--- src/rtl/ppu_sched.sv ---
// PPU scheduler: round-robin grant of the post-processing unit to two requesters,
// sequencing tiles and accumulator rows per vector. Optional watchdog: PPU_SCHED_TIMEOUT_EN.
module ppu_sched #(
   parameter int TILES_PER_VEC = 4,
   parameter int ROWS_PER_TILE = 16,
   parameter int DRAIN_TIMEOUT = 255
) (
   input  logic       i_clk,
   input  logic       i_rst_n,
   input  logic [1:0] i_req,
   input  logic       i_tile_rdy,
   input  logic       i_quant_done,
   input  logic       i_softmax_done,
   output logic       o_ppu_start,
   output logic [1:0] o_gnt,
   output logic [1:0] o_tile_idx,
   output logic [3:0] o_acc_row,
   output logic       o_busy,
   output logic       o_vec_done,
   output logic       o_timeout
);

   typedef enum logic [2:0] {
      S_IDLE,
      S_START,
      S_RUN,
      S_NEXT,
      S_DRAIN
   } state_t;

   localparam logic [1:0] LAST_TILE = 2'(TILES_PER_VEC - 1);
   localparam logic [3:0] LAST_ROW  = 4'(ROWS_PER_TILE - 1);

   state_t     state;
   logic       rr_ptr;
   logic [1:0] gnt_next;
   logic       owner_done;

`ifdef PPU_SCHED_TIMEOUT_EN
   localparam logic [7:0] WDOG_LAST = 8'(DRAIN_TIMEOUT - 1);
   logic [7:0] wdog;
   logic       timeout_q;
   assign o_timeout = timeout_q;
`else
   wire unused_timeout_cfg = (DRAIN_TIMEOUT == 0);
   assign o_timeout = 1'b0;
`endif

   // NOTE: every variable written in always_comb gets a default first, so no latch is inferred.
   always_comb begin
      gnt_next = i_req;
      if (i_req == 2'b11) gnt_next = rr_ptr ? 2'b10 : 2'b01;
   end

   // Only the owner's completion pulse counts; the other requester's is ignored.
   assign owner_done = (o_gnt[0] & i_quant_done) | (o_gnt[1] & i_softmax_done);

   // NOTE: sequential state uses non-blocking assignments only; all outputs are registered here.
   always_ff @(posedge i_clk or negedge i_rst_n) begin
      if (!i_rst_n) begin
         state       <= S_IDLE;
         rr_ptr      <= 1'b0;
         o_ppu_start <= 1'b0;
         o_gnt       <= 2'b00;
         o_tile_idx  <= 2'd0;
         o_acc_row   <= 4'd0;
         o_busy      <= 1'b0;
         o_vec_done  <= 1'b0;
`ifdef PPU_SCHED_TIMEOUT_EN
         wdog        <= 8'd0;
         timeout_q   <= 1'b0;
`endif
      end else begin
         o_ppu_start <= 1'b0;
         o_vec_done  <= 1'b0;
`ifdef PPU_SCHED_TIMEOUT_EN
         timeout_q   <= 1'b0;
`endif
         case (state)
            S_IDLE: begin
               if (|i_req) begin
                  o_gnt       <= gnt_next;
                  o_ppu_start <= 1'b1;
                  o_busy      <= 1'b1;
                  state       <= S_START;
               end
            end
            S_START: begin
               o_acc_row <= 4'd0;
               state     <= S_RUN;
            end
            S_RUN: begin
               if (o_acc_row == LAST_ROW) begin
                  if (o_tile_idx != LAST_TILE) begin
                     o_tile_idx <= o_tile_idx + 2'd1;
                     o_acc_row  <= 4'd0;
                     state      <= S_NEXT;
                  end else begin
`ifdef PPU_SCHED_TIMEOUT_EN
                     wdog <= 8'd0;
`endif
                     state <= S_DRAIN;
                  end
               end else begin
                  o_acc_row <= o_acc_row + 4'd1;
               end
            end
            S_NEXT: begin
               if (i_tile_rdy) begin
                  o_ppu_start <= 1'b1;
                  state       <= S_START;
               end
            end
            S_DRAIN: begin
               if (owner_done) begin
                  o_vec_done <= 1'b1;
                  o_gnt      <= 2'b00;
                  o_tile_idx <= 2'd0;
                  o_acc_row  <= 4'd0;
                  o_busy     <= 1'b0;
                  rr_ptr     <= ~rr_ptr;
                  state      <= S_IDLE;
`ifdef PPU_SCHED_TIMEOUT_EN
               end else if (wdog == WDOG_LAST) begin
                  timeout_q  <= 1'b1;
                  o_gnt      <= 2'b00;
                  o_tile_idx <= 2'd0;
                  o_acc_row  <= 4'd0;
                  o_busy     <= 1'b0;
                  rr_ptr     <= ~rr_ptr;
                  state      <= S_IDLE;
               end else begin
                  wdog <= wdog + 8'd1;
`endif
               end
            end
            default: begin
               o_gnt  <= 2'b00;
               o_busy <= 1'b0;
               state  <= S_IDLE;
            end
         endcase
      end
   end

endmodule
--- config.mk ---
export PLATFORM = sky130hd
export DESIGN_NAME = ppu_sched
export DESIGN_NICKNAME = d
export VERILOG_FILES = /design/src/rtl/ppu_sched.sv
export SDC_FILE = /design/constraint.sdc
export NUM_CORES = 1
export LEC_CHECK = 0
export CAP_MARGIN = 20
export CORE_MARGIN = 2
export CORE_UTILIZATION = 51
export CTS_CLUSTER_SIZE = 12
export DETAILED_ROUTE_END_ITERATION = 8
export MAX_ROUTING_LAYER = met4
export PLACE_DENSITY = 0.86
export REMOVE_ABC_BUFFERS = 1
export SLEW_MARGIN = 30
export SYNTH_ARGS = -nofsm -noshare
export SYNTH_HDL_FRONTEND = slang
export SYNTH_SLANG_ARGS = --single-unit
--- constraint.sdc ---
create_clock -name i_clk -period 3.15 [get_ports i_clk]
set_input_delay 0.315 -clock i_clk [delete_from_list [all_inputs] [get_ports i_clk]]
set_output_delay 0.315 -clock i_clk [all_outputs]
set_load 0.005 [all_outputs]
==> results.toml, run 1 <==
[synth]
netlist_area_um2 = 793.3
ys_seq_elements = 15
synth_warnings = 0
synth_flop_cell = "dfrtp_1"
async_reset_ff_share_pct = 100.0
syn-instance-count = 80
ys_types = 34
avgSynthCellArea_um2 = 9.916
ys_seq_area_share_pct = 47.32
synth_edf_count = 0

[setup_path]
crit_chain = "clkdlybuf4s50_1"
max_stage_delay_ps = 550
end_kind = "output port"
worstPathMaxFanout = 8
slowest_stage = "clkdlybuf4s50_1"
cp_top_family = "buffers and inverters"
rr_worst_depth = 3
crit_required_ps = 2830
arrival_ps = 1280
reg2reg_slack_ps = 1600
cp_num_buf_inv = 1
reg2reg_from = "state[1]$_DFFE_PN0P_"
critical_path_class = "flip-flop to output port"
startpoint_type = "flip-flop"
rr_endpoint = "o_acc_row[2]$_DFFE_PN0P_"

[timing]
hold_viol = 0
post-route-period-util_pct = 50.60
slew_headroom_pct = 56.44
maxSlewViolCount = 0
clock_skew_ps = 0.9093
max_freq_ghz = 0.6274
timing.final.ws_setup_ps = 1556
worstMarginPinSlew_ps = 651.4
setup_violations = 0
finalCriticalPeriod_ps = 1594
fin_setup_tns_ps = 0
rsz0062_at_grt = "false"

[routing]
num_vias = 652
ant_nets = 0
first_pass_iters = 6
drc_errors = 0
drt_wl_total_um = 1474
drtIter0Drc = 6
via_per_inst = 5.770
routedWlPerCell_um = 13.04

[die]
ios = 19
die_w_um = 43.44
start_util_pct = 53.28
dieHeight_um = 43.44
die_area_um2 = 1887
fp-row-count = 14
core-area_um2 = 1489

[final_layout]
diodes = 0
drive_gt1_share_pct = 9.278
n_fill_cell = 97
final_cells = 113
syn_to_final_growth_pct = 24.61
final_nets = 107

[power_and_ir_drop]
pwr-share-comb_pct = 40.7
internal-power_w = 0.0004701
switching_share_pct = 36.25
powerDensity_nw_per_um2 = 746.1
clkPwrFrac_pct = 14.5
power.net_switching_w = 0.0002674
leakagePower_nw = 0.4286
ir_drop_mv = 0.4083
p_seq_share_pct = 44.8

[cts]
cts_sinks = 15
htreeDepth = 1
cts_hold_buf = 0
cts-root-buf = "clkbuf_4"
post_cts_buffers = 0
cts.clk_slew.worst_paths_ps = 80
cts_resized = 0
cts_buffers = 3
cts_buffer_depth = 2
cts_tree = "yes"
clk_latency_ps = 270

[placed_design]
port_buffers = 17
dp.cells = 109
gp_congestion = 0.7605
pre_cts_ws_ps = 1444
dp_hpwl_um = 1055

[run]
drv_cap = 0

[run_status]
run_status = "finished clean"

[global_route]
gr-total-overflow = 0
grt_max_degree = 16
antenna_found_initial = 0
grt_pass1_wl_um = 2401
grt_pass1_vias = 557
grt_usage_pct = 18.26

[worst_hold_path]
hold_path_class = "input pin to asynchronous set/reset pin"
logic make-up after synthesis:
family | count (synthesis) | share of synthesized area (%)
fa+ha+maj | 2 | 3.154
flops | 15 | 47.32
other cells | 1 | 0.4727
mux | 1 | 1.262
xor+xnor | 1 | 1.104
compound gates | 23 | 20.66
buf+inv | 6 | 3.627
simple gates | 31 | 22.40
layout by cell type, fill, tap and decap left out:
cell type         n
nor3_1            1
o2bb2ai_1         1
o21ai_1           2
a32o_1            3
a211o_1           1
nand2b_1          1
nor3_4            1
ha_1              2
clkdlybuf4s50_1  17
a22o_1            1
clkbuf_1          1
nand4_1           2
xnor2_1           1
o211ai_1          2
a21o_1            2
a211oi_2          1
nand3_1           2
conb_1            1
nand3_2           1
o31ai_1           1
o21ai_0           2
mux2i_1           1
nand2_1          10
nor3b_1           3
inv_2             1
or3b_4            1
dfrtp_1          15
clkbuf_4          3
a21oi_1           6
nor3b_2           1
nor2_1            7
inv_1             1
o21a_1            1
nand3b_1          1
stage by stage:
step | utilization [%] | hold WS (ps) | power, W | instance area, um^2
finish | 66.39 | 434.9 | 0.0007375 | 988.4
floorplan | - | 19.41 | 0.0005051 | 772.0
global route | 66.39 | 483.9 | 0.0007986 | 988.4
CTS | 66.39 | 455.0 | 0.0007479 | 988.4
global placement | 64.62 | 474.0 | 0.0006275 | 962.2
detailed placement | 64.62 | 486.5 | 0.0006356 | 962.2
power groups by stage:
stage	registers, W	logic [W]	clock network (W)
4_1_cts	0.000329	0.000305	0.000113
2_1_floorplan	0.000319	0.000187	0
5_1_grt	0.000345	0.000332	0.000121
6_report	0.000331	0.000300	0.000107
3_5_place_dp	0.000332	0.000303	0
3_3_place_gp	0.000331	0.000296	0
worst register-to-register path: stages (launching register included):
cell      delay [ps]
dfrtp_1          570
nor3b_2          420
a211oi_2         150
a211o_1          310
flip-flops by register name, summed over array words and instances, names as in the netlist:
name / flops
o_tile_idx: 2
o_busy: 1
state: 3
o_acc_row: 4
rr_ptr: 1
o_ppu_start: 1
o_gnt: 2
o_vec_done: 1
final cells by class:
cell class	count	area, um^2	share of cell area [%]
Sequential cell	15	375.4	37.97
Multi-Input combinational cell	59	389.1	39.37
Tap cell	16	20.02	2.025
Inverter	2	7.507	0.7595
Timing Repair Buffer	17	170.2	17.22
Clock buffer	4	26.28	2.658
cells in the mapped netlist (all sizes together) (2+ instances only):
master  number  area (um^2)
nor2         7        26.28
a32o         3        30.03
o211ai       2        15.01
o21ai        4        20.02
a21o         2        15.01
nor3         2        21.27
ha           2        25.02
nand4        2        12.51
dfrtp       15        375.4
nor3b        4        35.03
buf          3        17.52
nand3        3        20.02
nand2       10        37.54
a21oi        6        30.03
inv          2        7.500
how the worst max path moves through the flow:
stage                                  start                   endpoint  slack (ps)  cells after the start
finish              o_acc_row[2]$_DFFE_PN0P_               o_acc_row[2]        1560                      1
global route            state[1]$_DFFE_PN0P_   o_acc_row[3]$_DFFE_PN0P_        1440                      4
CTS                 o_acc_row[2]$_DFFE_PN0P_               o_acc_row[2]        1540                      1
detailed placement              i_quant_done   o_acc_row[2]$_DFFE_PN0P_        1440                      6
floorplan               state[2]$_DFFE_PN0P_  o_tile_idx[0]$_DFFE_PN0P_        1740                      3
global placement                i_quant_done   o_acc_row[2]$_DFFE_PN0P_        1480                      6
per-layer routing:
layer  GRT usage, %  vias up  share of wire, %
met2          26.57       13                45
li1               -      325                 -
met5              -        -                 0
met3          3.750        2               3.3
met1          24.32      312                50
met4          9.091        0              0.88
Power figures use the tool's default switching activity.
==> inputs of run 2 (changes only) <==
--- a/config.mk
+++ b/config.mk
@@ -7,11 +7,11 @@
 export LEC_CHECK = 0
 export CAP_MARGIN = 20
 export CORE_MARGIN = 2
-export CORE_UTILIZATION = 51
+export CORE_UTILIZATION = 47
 export CTS_CLUSTER_SIZE = 12
 export DETAILED_ROUTE_END_ITERATION = 8
 export MAX_ROUTING_LAYER = met4
-export PLACE_DENSITY = 0.86
+export PLACE_DENSITY = 0.8
 export REMOVE_ABC_BUFFERS = 1
 export SLEW_MARGIN = 30
 export SYNTH_ARGS = -nofsm -noshare
==> constraint.sdc (replaced) <==
create_clock -name i_clk -period 1.6 [get_ports i_clk]
set_input_delay 0.16 -clock i_clk [delete_from_list [all_inputs] [get_ports i_clk]]
set_output_delay 0.16 -clock i_clk [all_outputs]
set_load 0.005 [all_outputs]
==> run 2 against run 1 <==
  * Power grew 110%
  * Largest power group is now combinational cells
  * Largest cell class unchanged
  * First-iteration DRC count grew 83%
  * Critical endpoint is now o_acc_row[2]$_DFFE_PN0P_
  * Sequential share of layout area shrank 1.9 points
  * Critical path depth grew 2
  * Utilization grew 1.1 points
  * Clock-buffer cell count is the same
  * Clock skew is essentially flat
  * Flip-flop and latch count is the same
  * Critical path type is now flip-flop to flip-flop
  * Setup slack lost 1500 ps
  * Clock power grew 100%
==> results.toml, run 2 (synthesized netlist as in run 1, its figures left out) <==
[run_status]
run_status = "finished clean"

[final_layout]
final_common_cell = "clkdlybuf4s50_1"
mostFrequentLayoutCells = "clkdlybuf4s50_1, dfrtp_1, nand2_1"
final_cells = 120
syn_to_final_growth_pct = 31.23
drive_gt1_share_pct = 15.38
final_nets = 114
largest_reg_flops = 4
largestRegisters = "o_acc_row (4), state (3)"
final_area_um2 = 1041
top_register = "o_acc_row"
diodes = 0

[setup_path]
arrival_ps = 1680
crit_required_ps = 1770
worstPathMaxFanout = 11
end_kind = "flip-flop"
worstSetupStartpoint = "state[1]$_DFFE_PN0P_"
reg2reg_from = "state[1]$_DFFE_PN0P_"
critical_path_class = "flip-flop to flip-flop"
rr_worst_depth = 3
startpoint_type = "flip-flop"

[die]
dieHeight_um = 45.08
fp-row-count = 14
start_util_pct = 51.46
die_w_um = 45.08
ios = 19
die_area_um2 = 2032
core-area_um2 = 1541

[timing]
rsz0062_at_grt = "false"
finalCriticalPeriod_ps = 1505
setup_violations = 0
hold_viol = 0
maxSlewViolCount = 0
fin_setup_tns_ps = 0
max_freq_ghz = 0.6645
clock_skew_ps = 0.7459
whs_ps = 176.4
post-route-period-util_pct = 94.06

[cts]
htreeDepth = 1
cts_hold_buf = 0
cts_tree = "yes"
post_cts_buffers = 0
cts_buffers = 3
cts_buffer_depth = 2
cts_sinks = 15
clk_latency_ps = 280
cts.clk_slew.worst_paths_ps = 90
cts-root-buf = "clkbuf_4"
cts_resized = 0

[power_and_ir_drop]
power.net_switching_w = 0.0005463
pwr-share-comb_pct = 45.9
leakagePower_nw = 0.4629
internal-power_w = 0.0009843
p_seq_share_pct = 40.0
ir_drop_mv = 0.7012
switching_share_pct = 35.69
powerDensity_nw_per_um2 = 1470
clkPwrFrac_pct = 14.1

[global_route]
grt_pass1_wl_um = 2553
grt_max_degree = 16
gr-total-overflow = 0
grt_usage_pct = 18.48
grt_pass1_vias = 597
antenna_found_initial = 0

[routing]
drtIter0Drc = 11
drc_errors = 0
routedWlPerCell_um = 13.20
first_pass_iters = 7
num_vias = 666
drt_wl_total_um = 1584
via_per_inst = 5.550
ant_nets = 0

[placed_design]
gp_congestion = 0.7843
port_buffers = 17
dp.cells = 116
dp_hpwl_um = 1184
dpl_cell_area_um2 = 1015

[worst_hold_path]
hold_path_class = "input pin to asynchronous set/reset pin"

[run]
drv_cap = 0
[run 2: cell count changes in the layout (fill, tap and decap cells not counted)]
cell | previous run | this run
buf_4 | 0 | 7
[run 2: worst max-delay path, cell delays in order (launching register included)]
cell and delay, ps:
dfrtp_1 520, nor3b_2 400, a211oi_2 160, a211o_1 310
[run 2: final timing paths]
| path | end | slack, ps |
|---|---|---|
| worst max-delay path | o_acc_row[2]$_DFFE_PN0P_ | 100 |
| worst min-delay path | o_acc_row[3]$_DFFE_PN0P_ | 180 |
| worst max register to register | o_acc_row[2]$_DFFE_PN0P_ | 100 |
| worst min register to register | o_busy$_DFFE_PN0P_ | 500 |
| max in group asynchronous | o_busy$_DFFE_PN0P_ | 1250 |
| min in group i_clk | o_ppu_start$_DFF_PN0_ | 500 |
[run 2: layer usage]
layer	routed length (um)	vias to the layer above	GRT usage [%]
met5	0	-	-
li1	-	335	-
met3	75	2	6.000
met4	14	0	7.059
met2	703	19	26.00
met1	790	310	24.74
[run 2: cell type report]
class                   count  area, um^2
inverters                   2       7.507
repair buffers             24       222.7
fillers                   123       500.5
flip-flops and latches     15       375.4
well taps                  16       20.02
clock buffers               4       26.28
multi-input cells          59       389.1
[run 2: power by group through the flow]
| stage | clock (W) | combinational (W) | sequential (W) |
|---|---|---|---|
| after floorplan | 0 | 0.000367 | 0.000627 |
| after global placement | 0 | 0.000685 | 0.000616 |
| after detailed placement | 0 | 0.000704 | 0.000621 |
| after CTS | 0.000225 | 0.000707 | 0.000613 |
| after global routing | 0.000239 | 0.000773 | 0.000635 |
| final | 0.000216 | 0.000702 | 0.000612 |
[run 2: per-stage QoR]
| stage | power [W] | util (%) | setup WS [ps] |
|---|---|---|---|
| after global routing | 0.001647 | 67.53 | 0.4182 |
| after detailed placement | 0.001325 | 65.83 | 116.7 |
| after floorplan | 0.0009944 | - | 194.2 |
| final | 0.001531 | 67.53 | 95.01 |
| after CTS | 0.001545 | 67.53 | 94.11 |
| after global placement | 0.001301 | 65.83 | 128.1 |
